## config.mk

```make
export PLATFORM = sky130hd
export DESIGN_NAME = if_fetch_unit_flat
export DESIGN_NICKNAME = d
export VERILOG_FILES = /design/src/rtl/if_pkg.sv /design/src/rtl/if_fetch_unit_if.sv /design/src/rtl/if_inst_fifo.sv /design/src/rtl/if_fetch_unit.sv /design/src/flat_wrapper.sv
export SDC_FILE = /design/constraint.sdc
export NUM_CORES = 1
export LEC_CHECK = 0
export BUFFER_PORTS_ARGS = -buffer_cell sky130_fd_sc_hd__buf_2
export CAP_MARGIN = 20
export CELL_PAD_IN_SITES_DETAIL_PLACEMENT = 1
export CELL_PAD_IN_SITES_GLOBAL_PLACEMENT = 1
export CORE_UTILIZATION = 47
export DETAILED_ROUTE_END_ITERATION = 16
export PLACE_DENSITY_LB_ADDON = 0.25
export SETUP_SLACK_MARGIN = 0.15
export SYNTH_ARGS = -nofsm -noshare
export SYNTH_HDL_FRONTEND = slang
export SYNTH_HIERARCHICAL = 1
export SYNTH_SLANG_ARGS = --single-unit
export TNS_END_PERCENT = 20
```

## constraint.sdc

```tcl
create_clock -name clk -period 11.75 [get_ports clk]
set_input_delay 0.5875 -clock clk [delete_from_list [all_inputs] [get_ports clk]]
set_output_delay 0.5875 -clock clk [all_outputs]
set_load 0.01 [all_outputs]
```

## src/rtl/if_pkg.sv

```systemverilog
// -----------------------------------------------------------------------------
// if_pkg
// Shared types and constants for the instruction-fetch unit.
//   XLEN / ILEN     : address and instruction widths
//   NOP_IR          : instruction value presented when no instruction is valid
//   fetch_state_t   : fetch controller states
//   fetch_entry_t   : one instruction-queue entry {IR, PC}
//   align_word()    : clears the byte-offset bits of an address
// -----------------------------------------------------------------------------
package if_pkg;

    localparam int XLEN = 32;
    localparam int ILEN = 32;

    localparam logic [ILEN-1:0] NOP_IR = 32'h0000_0000;

    typedef enum logic [1:0] {
        BOOT  = 2'd0,
        FETCH = 2'd1,
        DRAIN = 2'd2
    } fetch_state_t;

    typedef struct packed {
        logic [ILEN-1:0] ir;
        logic [XLEN-1:0] pc;
    } fetch_entry_t;

    function automatic logic [XLEN-1:0] align_word(input logic [XLEN-1:0] addr);
        return addr & ~XLEN'(3);
    endfunction

endpackage

```

## src/rtl/if_fetch_unit_if.sv

```systemverilog
// -----------------------------------------------------------------------------
// if_fetch_unit_if
// Instruction-memory request/response bus between the fetch unit and imem.
//   imem_req    : fetch request valid                     (master -> slave)
//   imem_addr   : word-aligned fetch address              (master -> slave)
//   imem_gnt    : request accepted this cycle             (slave -> master)
//   imem_rvalid : response valid, returned in request order (slave -> master)
//   imem_rdata  : instruction word                        (slave -> master)
// -----------------------------------------------------------------------------
interface if_fetch_unit_if;
    import if_pkg::*;

    logic            imem_req;
    logic [XLEN-1:0] imem_addr;
    logic            imem_gnt;
    logic            imem_rvalid;
    logic [ILEN-1:0] imem_rdata;

    modport master (
        output imem_req,
        output imem_addr,
        input  imem_gnt,
        input  imem_rvalid,
        input  imem_rdata
    );

    modport slave (
        input  imem_req,
        input  imem_addr,
        output imem_gnt,
        output imem_rvalid,
        output imem_rdata
    );

endinterface

```

## src/rtl/if_inst_fifo.sv

```systemverilog
// -----------------------------------------------------------------------------
// if_inst_fifo
// Small synchronous FIFO with a combinational head (first-word fall-through).
// Used for the {IR, PC} instruction queue and for the in-order PC tag queue.
//   clk, rst_n : clock, asynchronous active-low reset (pointers/count only)
//   push_i     : write wdata_i (ignored when full unless popping same cycle)
//   pop_i      : drop the head entry (ignored when empty)
//   flush_i    : empty the FIFO; wins over push/pop in the same cycle
//   wdata_i    : entry to write
//   rdata_o    : head entry (don't-care while empty)
//   full_o     : count == DEPTH
//   empty_o    : count == 0
//   count_o    : number of valid entries
// -----------------------------------------------------------------------------
module if_inst_fifo #(
    parameter  int DEPTH = 2,
    parameter  int WIDTH = 64,
    localparam int AW    = (DEPTH > 1) ? $clog2(DEPTH) : 1,
    localparam int CW    = $clog2(DEPTH + 1)
) (
    input  logic             clk,
    input  logic             rst_n,
    input  logic             push_i,
    input  logic             pop_i,
    input  logic             flush_i,
    input  logic [WIDTH-1:0] wdata_i,
    output logic [WIDTH-1:0] rdata_o,
    output logic             full_o,
    output logic             empty_o,
    output logic [CW-1:0]    count_o
);

    logic [WIDTH-1:0] mem_q [DEPTH];
    logic [AW-1:0]    rd_ptr_q, rd_ptr_d;
    logic [AW-1:0]    wr_ptr_q, wr_ptr_d;
    logic [CW-1:0]    count_q, count_d;
    logic             do_push, do_pop;

    // Explicit wrap so a non-power-of-two depth still works.
    function automatic logic [AW-1:0] next_ptr(input logic [AW-1:0] p);
        return (p == AW'(DEPTH - 1)) ? '0 : p + 1'b1;
    endfunction

    assign full_o  = (count_q == CW'(DEPTH));
    assign empty_o = (count_q == '0);
    assign count_o = count_q;
    assign rdata_o = mem_q[rd_ptr_q];

    assign do_pop  = pop_i && !empty_o;
    // A full FIFO may still accept a write when the head leaves in the same cycle.
    assign do_push = push_i && (!full_o || do_pop);

    always_comb begin
        rd_ptr_d = rd_ptr_q;
        wr_ptr_d = wr_ptr_q;
        count_d  = count_q;
        if (flush_i) begin
            rd_ptr_d = '0;
            wr_ptr_d = '0;
            count_d  = '0;
        end else begin
            if (do_pop)  rd_ptr_d = next_ptr(rd_ptr_q);
            if (do_push) wr_ptr_d = next_ptr(wr_ptr_q);
            unique case ({do_push, do_pop})
                2'b10:   count_d = count_q + 1'b1;
                2'b01:   count_d = count_q - 1'b1;
                default: count_d = count_q;
            endcase
        end
    end

    always_ff @(posedge clk or negedge rst_n) begin
        if (!rst_n) begin
            rd_ptr_q <= '0;
            wr_ptr_q <= '0;
            count_q  <= '0;
        end else begin
            rd_ptr_q <= rd_ptr_d;
            wr_ptr_q <= wr_ptr_d;
            count_q  <= count_d;
        end
    end

    // Storage carries no reset; validity is tracked by count_q alone.
    always_ff @(posedge clk) begin
        if (do_push && !flush_i) begin
            mem_q[wr_ptr_q] <= wdata_i;
        end
    end

    // Producers size their traffic so a write never lands on a full FIFO.
    a_no_push_when_full: assert property (
        @(posedge clk) disable iff (!rst_n) !(push_i && full_o && !flush_i)
    );

endmodule

```

## src/rtl/if_fetch_unit.sv

```systemverilog
// -----------------------------------------------------------------------------
// if_fetch_unit
// Instruction-fetch stage, producer side of the IF/ID pipeline register.
// Generates the fetch PC, issues imem requests, queues returned words and
// presents {IR, PC, valid} to ID; honours the ID stall and branch redirect.
//   clk         : clock, rising edge
//   rst_n       : asynchronous active-low reset
//   imem        : instruction-memory bus (master side)
//   stall       : ID cannot accept; head of queue is held
//   redirect    : taken branch/jump; flush and refetch from redirect_pc
//   redirect_pc : redirect target, bits [1:0] ignored
//   if_valid    : IR_out/PC_out carry a real instruction
//   IR_out      : instruction word (NOP_IR when not valid)
//   PC_out      : address of IR_out (0 when not valid)
// -----------------------------------------------------------------------------
module if_fetch_unit
    import if_pkg::*;
#(
    parameter logic [XLEN-1:0] RESET_PC  = 32'h0000_0000,
    parameter int              QDEPTH    = 2,
    parameter int              MAX_OUTST = 2
) (
    input  logic               clk,
    input  logic               rst_n,
    if_fetch_unit_if.master    imem,
    input  logic               stall,
    input  logic               redirect,
    input  logic [XLEN-1:0]    redirect_pc,
    output logic               if_valid,
    output logic [ILEN-1:0]    IR_out,
    output logic [XLEN-1:0]    PC_out
);

    localparam int OW = $clog2(MAX_OUTST + 1);
    localparam int CW = $clog2(QDEPTH + 1);

    fetch_state_t    state_q, state_d;
    logic [XLEN-1:0] fetch_pc_q, fetch_pc_d;
    logic [OW-1:0]   discard_q, discard_d;

    // Tag FIFO: PC of each outstanding request; its occupancy is the
    // outstanding-request count.
    logic [XLEN-1:0] tag_pc;
    logic            tag_full, tag_empty;
    logic [OW-1:0]   outst;
    logic [OW-1:0]   outst_nxt;

    // Instruction queue.
    fetch_entry_t    q_wdata, q_head;
    logic            q_push, q_pop, q_full, q_empty;
    logic [CW-1:0]   q_count;

    logic            req, gnt_fire, rsp;
    logic [31:0]     occupancy;

    // Every issued request reserves a queue slot until its word is popped,
    // so a response can never find the queue full.
    assign occupancy = 32'(q_count) + 32'(outst);
    assign req       = (state_q == FETCH) && !tag_full && !q_full &&
                       (occupancy < 32'(QDEPTH));
    assign gnt_fire  = req && imem.imem_gnt;
    assign rsp       = imem.imem_rvalid && !tag_empty;
    assign outst_nxt = outst + OW'(gnt_fire) - OW'(rsp);

    assign imem.imem_req  = req;
    assign imem.imem_addr = fetch_pc_q;

    // A word arriving in the redirect cycle is already counted as stale.
    assign q_push        = rsp && (discard_q == '0) && !redirect;
    assign q_pop         = !q_empty && !stall && !redirect;
    assign q_wdata.ir    = imem.imem_rdata;
    assign q_wdata.pc    = tag_pc;

    // Tags are never flushed: stale responses still pop their own tag, which
    // keeps later tags aligned with later responses.
    if_inst_fifo #(
        .DEPTH (MAX_OUTST),
        .WIDTH (XLEN)
    ) u_tag_fifo (
        .clk     (clk),
        .rst_n   (rst_n),
        .push_i  (gnt_fire),
        .pop_i   (rsp),
        .flush_i (1'b0),
        .wdata_i (fetch_pc_q),
        .rdata_o (tag_pc),
        .full_o  (tag_full),
        .empty_o (tag_empty),
        .count_o (outst)
    );

    if_inst_fifo #(
        .DEPTH (QDEPTH),
        .WIDTH ($bits(fetch_entry_t))
    ) u_inst_fifo (
        .clk     (clk),
        .rst_n   (rst_n),
        .push_i  (q_push),
        .pop_i   (q_pop),
        .flush_i (redirect),
        .wdata_i (q_wdata),
        .rdata_o (q_head),
        .full_o  (q_full),
        .empty_o (q_empty),
        .count_o (q_count)
    );

    assign if_valid = !q_empty;
    assign IR_out   = q_empty ? NOP_IR   : q_head.ir;
    assign PC_out   = q_empty ? XLEN'(0) : q_head.pc;

    always_comb begin
        state_d    = state_q;
        fetch_pc_d = fetch_pc_q;
        discard_d  = discard_q;

        if (gnt_fire) begin
            fetch_pc_d = fetch_pc_q + XLEN'(4);
        end
        if (rsp && (discard_q != '0)) begin
            discard_d = discard_q - 1'b1;
        end

        unique case (state_q)
            BOOT:    state_d = FETCH;
            FETCH:   state_d = FETCH;
            DRAIN:   state_d = (discard_d == '0) ? FETCH : DRAIN;
            default: state_d = FETCH;
        endcase

        // Every request still in flight after this edge, including one
        // granted right now, belongs to the old path.
        if (redirect) begin
            fetch_pc_d = align_word(redirect_pc);
            discard_d  = outst_nxt;
            state_d    = (outst_nxt != '0) ? DRAIN : FETCH;
        end
    end

    always_ff @(posedge clk or negedge rst_n) begin
        if (!rst_n) begin
            state_q    <= BOOT;
            fetch_pc_q <= RESET_PC;
            discard_q  <= '0;
        end else begin
            state_q    <= state_d;
            fetch_pc_q <= fetch_pc_d;
            discard_q  <= discard_d;
        end
    end

endmodule

```

## src/flat_wrapper.sv

```systemverilog
// flat-port wrapper written by rule: the top's interface ports become plain ports
module if_fetch_unit_flat import if_pkg::*;
#(
    parameter logic [XLEN-1:0] RESET_PC  = 32'h0000_0000,
    parameter int              QDEPTH    = 2,
    parameter int              MAX_OUTST = 2
)
  (clk, rst_n, stall, redirect, redirect_pc, if_valid, IR_out, PC_out, imem_imem_req, imem_imem_addr, imem_imem_gnt, imem_imem_rvalid, imem_imem_rdata);
  if_fetch_unit_if imem_i ();
  input  logic clk;
  input  logic rst_n;
  input  logic stall;
  input  logic redirect;
  input  logic [XLEN-1:0] redirect_pc;
  output logic if_valid;
  output logic [ILEN-1:0] IR_out;
  output logic [XLEN-1:0] PC_out;
  output wire logic [$bits(imem_i.imem_req)-1:0] imem_imem_req;
  output wire logic [$bits(imem_i.imem_addr)-1:0] imem_imem_addr;
  input wire logic [$bits(imem_i.imem_gnt)-1:0] imem_imem_gnt;
  input wire logic [$bits(imem_i.imem_rvalid)-1:0] imem_imem_rvalid;
  input wire logic [$bits(imem_i.imem_rdata)-1:0] imem_imem_rdata;
  assign imem_imem_req = imem_i.imem_req;
  assign imem_imem_addr = imem_i.imem_addr;
  assign imem_i.imem_gnt = imem_imem_gnt;
  assign imem_i.imem_rvalid = imem_imem_rvalid;
  assign imem_i.imem_rdata = imem_imem_rdata;
  if_fetch_unit #(.RESET_PC(RESET_PC), .QDEPTH(QDEPTH), .MAX_OUTST(MAX_OUTST)) u_core (.clk(clk), .rst_n(rst_n), .imem(imem_i), .stall(stall), .redirect(redirect), .redirect_pc(redirect_pc), .if_valid(if_valid), .IR_out(IR_out), .PC_out(PC_out));
endmodule
```

==> flow_summary.toml <==
[critical_path]
cp_max_fo = 10
cp-end-kind = "flop"
slowest_stage = "or4_1"
slowest_delay_ns = 0.78
crit_type = "flop to flop"
cp.arrival_ns = 3.81
crit_path_frequent_cell = "or4_1"
start_kind = "flop"
critical_path.cell_chain = "and2_1 > fa_1 > or4b_1 > or4_1 > or4_1 > a31oi_1"
worstPathRequired_ns = 12.19

[global_routing]
grt_pass1_wl_mm = 36.82
antenna_found_initial = 0
globalRouteTotalUtil = 0.2161
gr-total-overflow = 0
grt_max_degree = 67
grt_pass1_vias = 6810

[sta]
fin_skew_ns = 0.02099
fmax_mhz = 296.2
maxSlewViolCount = 0
fin_crit_ns = 3.377
tns_ns = 0
final-setup-viol-count = 0
rsz0062_at_grt = "no"
hold_viol = 0
fin_crit_sh = 0.2874
max_slew_margin = 0.4889
worst_hold_slack_ns = 0.2550
worstMarginPinSlew_ns = 0.7667

[floorplan]
io_pins = 168
core_sq_mm = 0.02096
rows = 53
start_util = 0.4792
fp.dieArea_sq_mm = 0.02195
die_x_um = 148.2
die_h_um = 148.2

[synth]
synth_top_flop_cell = "edfxtp_1"
syn_area_per_cell_sq_um = 14.77
synth_area_leader_cell = "edfxtp_1"
synth_top_area_frac = 0.5742
yosysUniqueCellTypes = 51
yosysWarnings = 6
ys_seq_elements = 234
synth.area.top_cells = "edfxtp_1 57%, dfrtp_1 10%, mux2_2 8.4%"
ys_seq_area_frac = 0.6789
synth_edf_count = 192
netlist_area_sq_mm = 0.01004
synth_cells = 680
synthArstFlopShare = 0.1795

[finish]
final_common_cell = "edfxtp_1"
synthToLayoutAreaGrowth_pct = 19.61
drive_above_1_share = 0.3444
nNetsFinal = 934
stdcell_count = 1152
finish.instance_area_sq_mm = 0.01201
antenna_cells = 0
layout.cells.most_common_list = "192 x edfxtp_1, 163 x buf_2, 75 x mux2_2, 68 x nor2b_1, 41 x dfrtp_1"
final_util = 0.5731

[detailed_routing]
drc = 0
dr.pass1.iters = 5
wirelength_mm = 23.71
vias = 6266
wl_per_cell_um = 20.58
routed_via_density = 5.439
postRouteAntennaNets = 0
initialDrtViolationCount = 330

[pwr]
power_density_mw_per_mm2 = 167.2
leakagePower_nw = 4.450
ir_worst_vdd_v = 0.0001031

[cts]
clockRootBuffer = "clkbuf_16"
cts_buffers = 25
cts.sinks = 234
postCtsSetupRepairBufs = 0
clkLatencyLatePin_ns = 0.52
h-tree-depth = 1
holdBufCountCts = 0
cts_max_path_buffers = 3
cts_tree = "done"
ctsResizeCount = 0
path_clk_slew_ns = 0.06

[place]
placement.cell_area_sq_mm = 0.01117
place_inst = 1103
gp_congestion = 0.8174
dpl.hpwl_mm = 15.42
io_buffers = 163

[flow_run]
max-cap-violations = 0

[run_status]
status = "finished, final reports clean"

[hold_path]
min_path_type = "input port to flop"
-- sequential cells by signal, summed over array words and instances, names as in the netlist --
name                         flops
u_core/u_inst_fifo/wr_ptr_q      1
u_core/state_q                   2
u_core/u_inst_fifo/rd_ptr_q      1
u_core/u_tag_fifo/rd_ptr_q       1
u_core/u_tag_fifo/wr_ptr_q       1
u_core/discard_q                 2
u_core/imem.imem_addr           30
u_core/u_inst_fifo/mem_q       128
u_core/u_tag_fifo/mem_q         64
u_core/u_tag_fifo/count_o        2
u_core/u_inst_fifo/count_o       2
-- metrics by stage --
stage	total power, W	setup slack (ns)
3_5_place_dp	0.001269	7.908
3_3_place_gp	0.001243	8.119
6_report	0.002008	8.373
2_1_floorplan	0.001164	4.615
5_1_grt	0.002086	8.182
4_1_cts	0.002028	8.206
-- cell families after synthesis --
group | count (synthesis) | synth area share
AOI/OAI and AO/OA | 67 | 0.04474
xor gates and xnor gates | 12 | 0.01047
adders and majority gates | 5 | 0.006978
buffers and inverters | 51 | 0.02280
DFF | 234 | 0.6789
muxes | 101 | 0.1138
other | 1 | 0.0003735
and+or+nand+nor | 209 | 0.1220
-- worst max-delay path: cells and delay by family (launching register included) --
family,cells,cell delay [ns]
and+or+nand+nor,4,2.18
DFF,1,0.46
adders and majority gates,1,0.46
AOI/OAI and AO/OA,1,0.20
-- power breakdown --
part / internal [W] / switching, W / total [W]
Clock: 0.000443 / 0.000311 / 0.000753
Sequential: 0.000966 / 0.0000489 / 0.00101
Combinational: 0.0000987 / 0.000142 / 0.000240
-- worst paths after layout --
path,slack (ns),cells past startpoint,from,to
setup / recovery,8.37,6,u_core/u_tag_fifo/count_o[0]$_DFFE_PN0P_,u_core/imem.imem_addr[14]$_DFFE_PN0P_
hold / removal,0.26,1,imem_imem_rdata[1],u_core/u_inst_fifo/mem_q[1][33]$_DFFE_PP_
setup reg to reg,8.37,6,u_core/u_tag_fifo/count_o[0]$_DFFE_PN0P_,u_core/imem.imem_addr[14]$_DFFE_PN0P_
hold reg to reg,0.56,1,u_core/u_tag_fifo/mem_q[1][2]$_DFFE_PP_,u_core/u_inst_fifo/mem_q[0][2]$_DFFE_PP_
max in group asynchronous,10.80,3,rst_n,u_core/imem.imem_addr[4]$_DFFE_PN0P_
min in group asynchronous,0.48,2,rst_n,u_core/u_tag_fifo/count_o[0]$_DFFE_PN0P_
-- area by class of cell --
class                           instances  area [sq um]
Fill cell                            2090          8945
Clock buffer                           34         669.4
Sequential cell                       234          6818
Multi-Input combinational cell        407          3068
Tap cell                              275         344.1
Timing Repair Buffer                  176         945.9
Clock inverter                         11         108.9
Inverter                               15         56.30
-- Yosys cell counts (3+ instances only) --
cell type,instances
buf_4,7
mux2_1,22
nor3b_1,4
and3_1,5
and4_1,5
a211oi_1,4
edfxtp_1,192
nor2b_2,4
xor2_1,5
xnor2_1,7
buf_2,9
o21ai_0,22
nor2b_1,68
or2_2,3
nand3_1,10
or4_1,14
nor4_1,4
nor3_1,8
mux2_2,75
o31ai_1,11
a31oi_1,18
ha_1,4
nor2_1,29
clkbuf_1,19
or3_1,8
nand2_1,23
inv_1,15
nand4_1,14
and2_1,3
dfrtp_1,42
-- routing by layer --
layer / GRT usage / up-vias / wire length, um
met5: 0 / - / 0
met4: 0.05464 / 0 / 385
met3: 0.03773 / 32 / 1323
met2: 0.3815 / 196 / 12010
met1: 0.2751 / 3131 / 9994
li1: - / 2907 / -
Note: power is estimated with default switching activity, not from simulation.
